`config.mk`:
```
export PLATFORM = sky130hd
export DESIGN_NAME = switch_port_rx_flat
export DESIGN_NICKNAME = d
export VERILOG_FILES = /design/src/rtl/switch_port_rx_pkg.sv /design/src/rtl/switch_port_rx_if.sv /design/src/rtl/switch_port_rx_fifo.sv /design/src/rtl/switch_port_rx.sv /design/src/flat_wrapper.sv
export SDC_FILE = /design/constraint.sdc
export NUM_CORES = 1
export LEC_CHECK = 0
export BUFFER_PORTS_ARGS = -buffer_cell sky130_fd_sc_hd__buf_2
export CORE_ASPECT_RATIO = 0.5
export CORE_MARGIN = 3
export CORE_UTILIZATION = 52
export CTS_CLUSTER_DIAMETER = 60
export DETAILED_ROUTE_END_ITERATION = 16
export GPL_TIMING_DRIVEN = 0
export PLACE_DENSITY = 0.81
export SYNTH_ARGS = -nofsm -noshare
export SYNTH_HDL_FRONTEND = slang
export SYNTH_SLANG_ARGS = --single-unit
```
`constraint.sdc`:
```
create_clock -name clk -period 4.6 [get_ports clk]
set_clock_uncertainty 0.1 [all_clocks]
set_input_delay 0.92 -clock clk [delete_from_list [all_inputs] [get_ports clk]]
set_output_delay 0.92 -clock clk [all_outputs]
set_load 0.01 [all_outputs]
```
`src/rtl/switch_port_rx_pkg.sv`:
```
// rtl/switch_port_rx_pkg.sv - shared types, header offsets and helpers for the switch egress receiver
package switch_port_rx_pkg;

    localparam int DEF_PACKET_WIDTH = 16;
    localparam int DEF_DEPTH        = 8;
    localparam int NUM_PORTS        = 4;

    localparam int SRC_LSB     = 0;
    localparam int TGT_LSB     = 4;
    localparam int PAYLOAD_LSB = 8;

    typedef enum logic [1:0] {
        PKT_DATA     = 2'b00,
        PKT_CTRL     = 2'b01,
        PKT_MGMT     = 2'b10,
        PKT_RESERVED = 2'b11
    } pkt_type_e;

    typedef enum logic {
        RUN   = 1'b0,
        FLUSH = 1'b1
    } rx_state_e;

    // Only meaningful for a one-hot input; callers gate on the source check.
    function automatic logic [1:0] onehot_to_idx(input logic [NUM_PORTS-1:0] oh);
        logic [1:0] idx;
        idx = '0;
        for (int i = 0; i < NUM_PORTS; i++) begin
            if (oh[i]) idx = 2'(i);
        end
        return idx;
    endfunction

endpackage

```
`src/rtl/switch_port_rx_if.sv`:
```
// rtl/switch_port_rx_if.sv - valid/ready packet stream carrying a packet and its 2-bit type
interface switch_port_rx_if
    import switch_port_rx_pkg::*;
#(
    parameter int PACKET_WIDTH = DEF_PACKET_WIDTH
) ();
    logic                    tvalid;
    logic                    tready;
    logic [PACKET_WIDTH-1:0] tdata;
    logic [1:0]              tuser;

    modport master (output tvalid, output tdata, output tuser, input tready);
    modport slave  (input tvalid, input tdata, input tuser, output tready);
endinterface

```
`src/rtl/switch_port_rx_fifo.sv`:
```
// rtl/switch_port_rx_fifo.sv - first-word-fall-through egress queue with flush and occupancy count
module switch_port_rx_fifo #(
    parameter int DEPTH = 8,
    parameter int WIDTH = 18
) (
    input  logic                     clk,
    input  logic                     rst,
    input  logic                     push,
    input  logic [WIDTH-1:0]         push_data,
    input  logic                     pop,
    input  logic                     flush,
    output logic                     full,
    output logic                     valid,
    output logic [WIDTH-1:0]         head_data,
    output logic [$clog2(DEPTH):0]   count
);
    localparam int AW = $clog2(DEPTH);

    logic [WIDTH-1:0] mem_q [DEPTH];
    logic [AW-1:0]    wr_ptr_q, wr_ptr_d;
    logic [AW-1:0]    rd_ptr_q, rd_ptr_d;
    logic [AW:0]      count_q, count_d;
    logic             do_push, do_pop;

    assign full      = (count_q == (AW+1)'(DEPTH));
    assign valid     = (count_q != '0);
    assign head_data = mem_q[rd_ptr_q];
    assign count     = count_q;

    // Flush takes priority over any push or pop landing on the same edge.
    always_comb begin
        do_push  = push && !full && !flush;
        do_pop   = pop && valid && !flush;
        wr_ptr_d = wr_ptr_q;
        rd_ptr_d = rd_ptr_q;
        count_d  = count_q;
        if (flush) begin
            wr_ptr_d = '0;
            rd_ptr_d = '0;
            count_d  = '0;
        end else begin
            if (do_push) wr_ptr_d = wr_ptr_q + AW'(1);
            if (do_pop)  rd_ptr_d = rd_ptr_q + AW'(1);
            count_d = count_q + (AW+1)'(do_push) - (AW+1)'(do_pop);
        end
    end

    always_ff @(posedge clk) begin
        if (rst) begin
            wr_ptr_q <= '0;
            rd_ptr_q <= '0;
            count_q  <= '0;
        end else begin
            wr_ptr_q <= wr_ptr_d;
            rd_ptr_q <= rd_ptr_d;
            count_q  <= count_d;
        end
    end

    always_ff @(posedge clk) begin
        if (do_push) mem_q[wr_ptr_q] <= push_data;
    end

endmodule

```
`src/rtl/switch_port_rx.sv`:
```
// rtl/switch_port_rx.sv - egress receiver: legality checks, FWFT buffering and delivery statistics
module switch_port_rx
    import switch_port_rx_pkg::*;
#(
    parameter int PORT_ID      = 0,
    parameter int DEPTH        = DEF_DEPTH,
    parameter int PACKET_WIDTH = DEF_PACKET_WIDTH,
    parameter int CNT_WIDTH    = 16
) (
    input  logic                        clk,
    input  logic                        rst,
    switch_port_rx_if.slave             rx,
    switch_port_rx_if.master            out,
    input  logic                        flush_req,
    input  logic                        stat_clr,
    output logic [4*CNT_WIDTH-1:0]      src_cnt,
    output logic [CNT_WIDTH-1:0]        drop_cnt,
    output logic [CNT_WIDTH-1:0]        err_cnt,
    output logic                        err_misroute,
    output logic                        err_src,
    output logic                        err_type,
    output logic [$clog2(DEPTH):0]      fifo_count
);
    localparam int QW = PACKET_WIDTH + 2;

    rx_state_e                        state_q, state_d;
    logic                             live_q, live_d;
    logic [3:0][CNT_WIDTH-1:0]        src_cnt_q, src_cnt_d;
    logic [CNT_WIDTH-1:0]             drop_cnt_q, drop_cnt_d;
    logic [CNT_WIDTH-1:0]             err_cnt_q, err_cnt_d;
    logic                             err_misroute_q, err_misroute_d;
    logic                             err_src_q, err_src_d;
    logic                             err_type_q, err_type_d;

    logic            fifo_full, fifo_valid;
    logic [QW-1:0]   fifo_head;
    logic            accept, drop_ev, push, pop;
    logic            bad_route, bad_src, bad_type, legal;
    logic [1:0]      src_idx;

    // live_q keeps rx_ready low for the cycle following reset.
    assign live_d    = 1'b1;
    assign rx.tready = live_q && (state_q == RUN) && !fifo_full;
    assign accept    = rx.tvalid && rx.tready;
    assign drop_ev   = rx.tvalid && !rx.tready;

    assign bad_route = !rx.tdata[TGT_LSB + PORT_ID];
    assign bad_src   = ($countones(rx.tdata[SRC_LSB +: 4]) != 1);
    assign bad_type  = (pkt_type_e'(rx.tuser) == PKT_RESERVED);
    assign legal     = !bad_route && !bad_src && !bad_type;
    assign push      = accept && legal;
    assign src_idx   = onehot_to_idx(rx.tdata[SRC_LSB +: 4]);

    assign out.tvalid = fifo_valid && (state_q == RUN);
    assign out.tdata  = fifo_head[PACKET_WIDTH-1:0];
    assign out.tuser  = fifo_head[QW-1 -: 2];
    assign pop        = out.tvalid && out.tready;

    switch_port_rx_fifo #(
        .DEPTH (DEPTH),
        .WIDTH (QW)
    ) u_fifo (
        .clk       (clk),
        .rst       (rst),
        .push      (push),
        .push_data ({rx.tuser, rx.tdata}),
        .pop       (pop),
        .flush     (flush_req),
        .full      (fifo_full),
        .valid     (fifo_valid),
        .head_data (fifo_head),
        .count     (fifo_count)
    );

    always_comb begin
        state_d = state_q;
        case (state_q)
            RUN:     if (flush_req)  state_d = FLUSH;
            FLUSH:   if (!flush_req) state_d = RUN;
            default: state_d = RUN;
        endcase
    end

    // Saturating statistics; a coincident clear overrides every update.
    always_comb begin
        src_cnt_d      = src_cnt_q;
        drop_cnt_d     = drop_cnt_q;
        err_cnt_d      = err_cnt_q;
        err_misroute_d = err_misroute_q;
        err_src_d      = err_src_q;
        err_type_d     = err_type_q;
        if (drop_ev && drop_cnt_q != '1) drop_cnt_d = drop_cnt_q + CNT_WIDTH'(1);
        if (push && src_cnt_q[src_idx] != '1) src_cnt_d[src_idx] = src_cnt_q[src_idx] + CNT_WIDTH'(1);
        if (accept && !legal) begin
            if (err_cnt_q != '1) err_cnt_d = err_cnt_q + CNT_WIDTH'(1);
            err_misroute_d = err_misroute_q | bad_route;
            err_src_d      = err_src_q | bad_src;
            err_type_d     = err_type_q | bad_type;
        end
        if (stat_clr) begin
            src_cnt_d      = '0;
            drop_cnt_d     = '0;
            err_cnt_d      = '0;
            err_misroute_d = 1'b0;
            err_src_d      = 1'b0;
            err_type_d     = 1'b0;
        end
    end

    always_ff @(posedge clk) begin
        if (rst) begin
            state_q        <= RUN;
            live_q         <= 1'b0;
            src_cnt_q      <= '0;
            drop_cnt_q     <= '0;
            err_cnt_q      <= '0;
            err_misroute_q <= 1'b0;
            err_src_q      <= 1'b0;
            err_type_q     <= 1'b0;
        end else begin
            state_q        <= state_d;
            live_q         <= live_d;
            src_cnt_q      <= src_cnt_d;
            drop_cnt_q     <= drop_cnt_d;
            err_cnt_q      <= err_cnt_d;
            err_misroute_q <= err_misroute_d;
            err_src_q      <= err_src_d;
            err_type_q     <= err_type_d;
        end
    end

    assign src_cnt      = src_cnt_q;
    assign drop_cnt     = drop_cnt_q;
    assign err_cnt      = err_cnt_q;
    assign err_misroute = err_misroute_q;
    assign err_src      = err_src_q;
    assign err_type     = err_type_q;

endmodule
```
`src/flat_wrapper.sv`:
```
// flat-port wrapper written by rule: the top's interface ports become plain ports
module switch_port_rx_flat import switch_port_rx_pkg::*;
#(
    parameter int PORT_ID      = 0,
    parameter int DEPTH        = DEF_DEPTH,
    parameter int PACKET_WIDTH = DEF_PACKET_WIDTH,
    parameter int CNT_WIDTH    = 16
)
  (clk, rst, flush_req, stat_clr, src_cnt, drop_cnt, err_cnt, err_misroute, err_src, err_type, fifo_count, rx_tvalid, rx_tdata, rx_tuser, rx_tready, out_tvalid, out_tdata, out_tuser, out_tready);
  switch_port_rx_if #(.PACKET_WIDTH(PACKET_WIDTH)) rx_i ();
  switch_port_rx_if #(.PACKET_WIDTH(PACKET_WIDTH)) out_i ();
  input  logic clk;
  input  logic rst;
  input  logic flush_req;
  input  logic stat_clr;
  output logic [4*CNT_WIDTH-1:0] src_cnt;
  output logic [CNT_WIDTH-1:0] drop_cnt;
  output logic [CNT_WIDTH-1:0] err_cnt;
  output logic err_misroute;
  output logic err_src;
  output logic err_type;
  output logic [$clog2(DEPTH):0] fifo_count;
  input wire logic [$bits(rx_i.tvalid)-1:0] rx_tvalid;
  input wire logic [$bits(rx_i.tdata)-1:0] rx_tdata;
  input wire logic [$bits(rx_i.tuser)-1:0] rx_tuser;
  output wire logic [$bits(rx_i.tready)-1:0] rx_tready;
  output wire logic [$bits(out_i.tvalid)-1:0] out_tvalid;
  output wire logic [$bits(out_i.tdata)-1:0] out_tdata;
  output wire logic [$bits(out_i.tuser)-1:0] out_tuser;
  input wire logic [$bits(out_i.tready)-1:0] out_tready;
  assign rx_i.tvalid = rx_tvalid;
  assign rx_i.tdata = rx_tdata;
  assign rx_i.tuser = rx_tuser;
  assign rx_tready = rx_i.tready;
  assign out_tvalid = out_i.tvalid;
  assign out_tdata = out_i.tdata;
  assign out_tuser = out_i.tuser;
  assign out_i.tready = out_tready;
  switch_port_rx #(.PORT_ID(PORT_ID), .DEPTH(DEPTH), .PACKET_WIDTH(PACKET_WIDTH), .CNT_WIDTH(CNT_WIDTH)) u_core (.clk(clk), .rst(rst), .rx(rx_i), .out(out_i), .flush_req(flush_req), .stat_clr(stat_clr), .src_cnt(src_cnt), .drop_cnt(drop_cnt), .err_cnt(err_cnt), .err_misroute(err_misroute), .err_src(err_src), .err_type(err_type), .fifo_count(fifo_count));
endmodule
```
---- Word level (Yosys, flattened, before mapping) ----
Memories as Yosys holds them, arrays and structs flattened. A register that Yosys moved wholly into a read port is not among the register bits.
Index checks and enable logic that the tools add are counted.
operators by class
  multiply operators ...................... 0
  shift-type cells ........................ 0
  equal/unequal tests ..................... 6
  divide/modulo/power cells ............... 0
  $add $sub $neg .......................... 10
  reduce and logical (&&, ||, !) cells .... 28
  magnitude comparators ................... 2
  bitwise gates (word level) .............. 4
  muxes and demuxes ....................... 14
operators with widths
  kind                   count
  $bwmux 64              1
  $add 16x1->16 const B  3
  $ne 16x16->1 const B   3
  $add 32x32->32         1
  $bmux 16 s2            1
  $demux 16 s2           1
  $mux 16                2
  $ne 32x2->1 const B    1
  $logic_and 1x1->1      17
  $logic_not 1->1        7
  $add 3x1->3 const B    2
  $mux 3                 2
  $mux 1                 5
  $add 1x1->2            2
  $add 4x1->4            1
  $eq 4x4->1 const B     1
  $mux 2                 2
  $reduce_bool 4->1      1
  $reduce_or 2->1        2
  $sub 4x1->4            1
  $lt 2x3->1 const B     1
  $or 1x1->1             3
  $eq 2x2->1 const B     1
  $ge 2x1->1 const B     1
  other kinds (2)        2
word-level totals
  latch bits .............................. 0
  bits of input ports ..................... 24
  bits in read-only memories .............. 0
  bits in registers ....................... 111
  output and inout bits ................... 123
  bits in writable memories ............... 144
  memories kept ........................... 1
memory list
  name                 words  bits a word  rd ports  clocked after memory_dff  write ports  line                       RTL
  u_core.u_fifo.mem_q  8      18           1         1                         1            switch_port_rx_fifo.sv:19  logic [WIDTH-1:0] mem_q [DEPTH];

---- Longest topological paths before layout ----
  depth after elaboration ................. 11
  depth in mapped cells ................... 16
  mapped depth without buffers ............ 16

---- Cells and area by module ----
From an unflattened synthesis, not the netlist that was laid out.
unflattened totals
  cells, all modules ...................... 860
  area, all modules ....................... 11168.2 µm²
modules (own cells, without submodules)
  module               seq. area each (µm²)  area each (µm²)  cells each  times used
  switch_port_rx_fifo  4584.4                6233.5           292         1
  switch_port_rx       2021.9                4934.7           568         1

---- Worst setup path after synthesis ----
OpenSTA, ideal clock, no wires.
  path kind ............................... input to register
  start ................................... input rx_tdata[2]
  end ..................................... memory u_core.u_fifo.mem_q[0][0], enable pin
  slack ................................... -0.291 ns
  path buffers ............................ 0
  cell stages on the path ................. 10
  arrival time ............................ 4.352 ns
  data required time ...................... 4.061 ns
  cell sequence ........................... inv_2 > ha_1 > ha_1 > fa_1 > nor2_1 > nand4_1 > nand2b_1 > nor2_1 > inv_1 > nor4_1
between the ends
  cells in the longest elaborated chain, start to end .. 11
ends and longest elaborated chain
  what                             line                       RTL
  start, declared                  flat_wrapper.sv:24         input wire logic [$bits(rx_i.tdata)-1:0] rx_tdata;
  $add 1x1->2                      switch_port_rx.sv:48       assign bad_src = ($countones(rx.tdata[SRC_LSB +: 4]) != 1);
  $add 32x32->32                   switch_port_rx.sv:48
  $ne 32x2->1                      switch_port_rx.sv:48
  $logic_not 1->1                  switch_port_rx.sv:50       assign legal = !bad_route && !bad_src && !bad_type;
  $logic_and 1x1->1 (2 in series)  switch_port_rx.sv:50
  $logic_and 1x1->1                switch_port_rx.sv:51       assign push = accept && legal;
  $logic_and 1x1->1 (2 in series)  switch_port_rx_fifo.sv:32  do_push = push && !full && !flush;
  $mux 1                           switch_port_rx_fifo.sv:61  if (do_push) mem_q[wr_ptr_q] <= push_data;
  $mux 1 (implied by the code)     switch_port_rx_fifo.sv:61
  end, declared                    switch_port_rx_fifo.sv:19
Every way passes these cells.

---- Final worst setup path ----
  start ................................... input rx_tdata[2]
  end ..................................... memory u_core.u_fifo.mem_q[4][11], enable pin
Same word-level chain as after synthesis.

==> metrics.md <==
| Metric | Value |
|---|---|
| Comb power frac | `between 2 and 3%` |
| Sequential power share | `a little under three fifths` |
| Port bufs | `between 100 and 150` |
| Max stage delay cell, worst path | `nor3_2` |
| Die span in x | `211.0 µm` |
| Hold_sp | `u_core.err_misroute` |
| Mapped cell area | `0.01093 mm²` |
| Crit path largest cell delay | `approximately 0.84 ns` |
| Share of flip-flops with an asynchronous set or reset | `0%` |
| Ys flop type | `edfxtp_1` |
| Psw | `slightly above 0.9 mW` |
| Max-cap violations | `0` |
| Max-slew violations | `0` |
| Initial DRC count | `556` |
| First-pass GRT wire length | `~42 mm` |
| Post-route insts no fill | `around 1300` |
| FF-to-FF path depth | `9` |
| Crit path DAT | `around 4.5 ns` |
| H-tree levels | `1` |
| Setup CP Type | `in -> reg` |
| Cts bufs inserted | `23` |
| Largest net degree at the start of global routing | `17` |
| Antenna violations before repair | `1` |
| CP Capture Type | `flip-flop` |
| RR Endpoint | `u_core.u_fifo.mem_q[4][11]` |
| Final HPWL DP | `around 19 mm` |
| Final setup fails | `0` |
| Total chip power | `between 4 and 5 mW` |
| Hold depth | `2` |
| Worst Hold Path EP | `u_core.err_misroute` |
| All-layer global routing usage | `a little under a quarter` |
| Power density cells | `around 340 mW/mm²` |
| Post-Syn Instances | `803` |
| Status | `completed` |
| Number of placed cells counting well taps | `about 1200` |
| Peak Freq | `approximately 230 MHz` |
| Die extent in y | `approximately 110 µm` |
| Clock tree from TritonCTS | `yes` |
| Type of origin of the critical path | `primary input` |
| Number of global-route vias before repair | `around 7700` |
| Switch share | `around a fifth` |
| GR Overflow Total | `0` |
| Syn avg cell area | `between 10 and 15 µm²` |
| Required @ worst endpoint | `~4.7 ns` |
| RePlAce Congestion | `approximately 0.89` |
| DRT antenna net count | `0` |
| Worst-margin pin slew | `between 1 and 1.5 ns` |
| Starting Density | `about 55%` |
| Final worst slack | `between 0.2 and 0.25 ns` |
| Unrepaired setup endpoints after global routing | `yes` |
| Int Pwr | `roughly 3.5 mW` |
| Final Critical Period | `4.388 ns` |
| CTS sink count | `between 200 and 300` |
| Clk buf depth | `3` |
| Clock Power Share | `between 40% and 50%` |
| Critical Path Fanout Max | `11` |
| Core ar. | `0.02004 mm²` |
| DR WL/cell | `~21 µm` |
| Reg2reg setup slack | `~0.95 ns` |
| Final nets | `between 1000 and 1500` |
| Warnings, synthesis | `0` |
| RR Startpoint | `u_core.u_fifo.count[2]` |
| Slew HR | `31.50%` |
| Via density | `5.953` |
| # DRC | `0` |
| Post-Route WL | `between 20 and 30 mm` |
| Final hold vios | `0` |
| Maximum vdd drop | `0.2807 mV` |
| Period utilisation layout | `about 95%` |
| Row cnt | `36` |
| Top-level port count | `between 100 and 150` |
| Setup WS pre-CTS | `-0.4102 ns` |
| Number of synthesized register bits | `258` |
| Number of synthesized flops with an enable pin | `between 100 and 150` |
| Static Leakage | `4.505 nW` |
| Die area | `approximately 0.023 mm²` |
| Area Growth Syn to Fin | `17.48%` |
| Unique masters post-synth | `between 50 and 60` |
| Worst hold path type | `reg -> reg` |
| Share of cells above drive strength 1 | `between 20% and 30%` |
| Root buffer cell | `clkbuf_16` |
| Post-Synthesis Net Count | `845` |
| Crit path cell chain | `buf_2, inv_2, ha_1, ha_1, fa_1, nor2_1, nand4_1, nand2b_1, nor2_1, inv_1, nor3_2, buf_4` |
| Via count | `7531` |
| Sequential fraction of the synthesis area | `approximately three fifths` |
| Reg clk slew, reported paths | `~0.070 ns` |
| Router iterations before antenna repair | `5` |
| Worst skew pair latency | `between 0.5 and 0.6 ns` |
## cell usage in the layout (no fill, tap or decap), types with 16 or more instances in the layout
cell / n
xor2_1: 20
buf_2: 151
nand2_1: 25
a211oi_1: 43
edfxtp_1: 144
ha_1: 16
mux4_2: 48
nor2_1: 56
nand3_1: 21
clkbuf_16: 23
a21oi_1: 71
xnor2_1: 19
o21ai_0: 19
nor3_1: 31
mux2_2: 19
clkbuf_1: 31
dfxtp_1: 114
## registers in the layout (all words and copies together), names as in the netlist, named ones only
register,count
u_core.u_fifo.rd_ptr_q,3
u_core.drop_cnt,16
u_core.err_cnt,16
u_core.err_type,1
u_core.u_fifo.wr_ptr_q,3
u_core.err_src,1
u_core.live_q,1
u_core.err_misroute,1
u_core.u_fifo.mem_q,144
u_core.src_cnt,64
u_core.state_q,1
u_core.u_fifo.count,4
## how the worst max path moves through the flow
stage / start / endpoint / slack, ns / cells after the start
2_1_floorplan: rx_tdata[2] / u_core.u_fifo.mem_q[2][0] / 0.18 / 10
3_3_place_gp: rx_tdata[2] / u_core.u_fifo.mem_q[4][11] / -1.66 / 11
6_report: rx_tdata[2] / u_core.u_fifo.mem_q[4][11] / 0.21 / 12
3_5_place_dp: rx_tdata[2] / u_core.u_fifo.mem_q[4][11] / -0.41 / 12
4_1_cts: rx_tdata[2] / u_core.u_fifo.mem_q[4][11] / 0.13 / 12
5_1_grt: rx_tdata[2] / u_core.u_fifo.mem_q[4][11] / -0.04 / 12
## cell type report
class                   instances  area (µm²)
diodes                          1       2.502
multi-input cells             482        4045
flip-flops and latches        258        6606
well taps                     266       332.8
clock inverters                 9       72.57
inverters                      16       60.06
plain buffers                  47       259.0
clock buffers                  32       639.4
repair buffers                154       820.8
fillers                      1472        7206
## power by group through the flow
stage               clock, mW  sequential, mW  combinational, mW
floorplan                   0            2.49             0.0630
global placement            0            2.49              0.117
detailed placement          0            2.49              0.122
CTS                      1.88            2.44              0.123
global route             1.96            2.44              0.135
finish                   1.86            2.44              0.123
## timing repair
item                                    4_1_cts  5_1_grt
endpoints found under the setup margin        0       18
hold buffers                                  0        0
resized for setup                             0        0
setup buffers                                 0        0
## per-stage QoR
stage / cell area, µm² / hold slack [ns] / setup TNS, ns / utilization (%)
after floorplan: 10930 / 0.3847 / 0 / -
after global placement: 12000 / 0.3480 / -164.79 / 59.86
after detailed placement: 12120 / 0.3641 / -16.27 / 60.49
after CTS: 12840 / 0.3782 / 0 / 64.04
after global routing: 12840 / 0.4235 / -0.5151 / 64.05
final: 12840 / 0.3720 / 0 / 64.05
## worst max-delay path, delay by kind of cell
family | cells | cell delay [ns]
fa+ha+maj | 3 | 0.94
buf+inv | 4 | 0.81
simple gates | 5 | 1.80
## synth_stat cells, types with 2 or more instances
cell / instances / area share [%]
nor3b_1: 3 / 0.21
nand4_4: 2 / 0.39
buf_6: 9 / 0.93
xor2_1: 20 / 1.6
nand2b_1: 4 / 0.23
buf_1: 5 / 0.17
mux4_1: 4 / 0.96
o21ai_0: 19 / 0.87
a21oi_2: 4 / 0.32
nor4_2: 2 / 0.23
a21oi_1: 71 / 3.3
nand4_1: 12 / 0.69
edfxtp_1: 144 / 40
mux4_2: 48 / 9.9
xnor2_1: 19 / 1.5
dfxtp_1: 114 / 21
nand3_1: 21 / 0.96
o21a_1: 3 / 0.21
or3_1: 8 / 0.46
inv_1: 15 / 0.52
nand2_1: 25 / 0.86
clkbuf_1: 25 / 0.86
fa_1: 2 / 0.37
or2_2: 3 / 0.17
ha_1: 16 / 1.8
mux2i_1: 5 / 0.46
nor4_1: 4 / 0.23
and3_1: 6 / 0.34
mux2_2: 19 / 2.0
nor2_1: 59 / 2.0
and2_1: 2 / 0.11
nor3_1: 35 / 1.6
a211oi_1: 43 / 3.0
buf_2: 5 / 0.23
and4_1: 3 / 0.24
o211ai_1: 5 / 0.34
nor2b_1: 3 / 0.17
buf_4: 2 / 0.14
## cells by family after synthesis
kind of cell | Yosys count | synth area share, %
compound gates | 149 | 8.301
xor+xnor | 39 | 3.126
fa+ha+maj | 18 | 2.198
buf+inv | 63 | 2.919
flops | 258 | 60.45
mux | 76 | 13.27
simple gates | 200 | 9.732
## layer usage
layer | share of wire [%] | vias up | track usage [%]
li1 | - | 3424 | -
met1 | 42 | 3746 | 31.35
met3 | 6.4 | 61 | 3.884
met4 | 2.9 | 0 | 7.351
met5 | 0 | - | 0
met2 | 49 | 300 | 41.12
No activity file was read; power rests on OpenSTA's default activity.
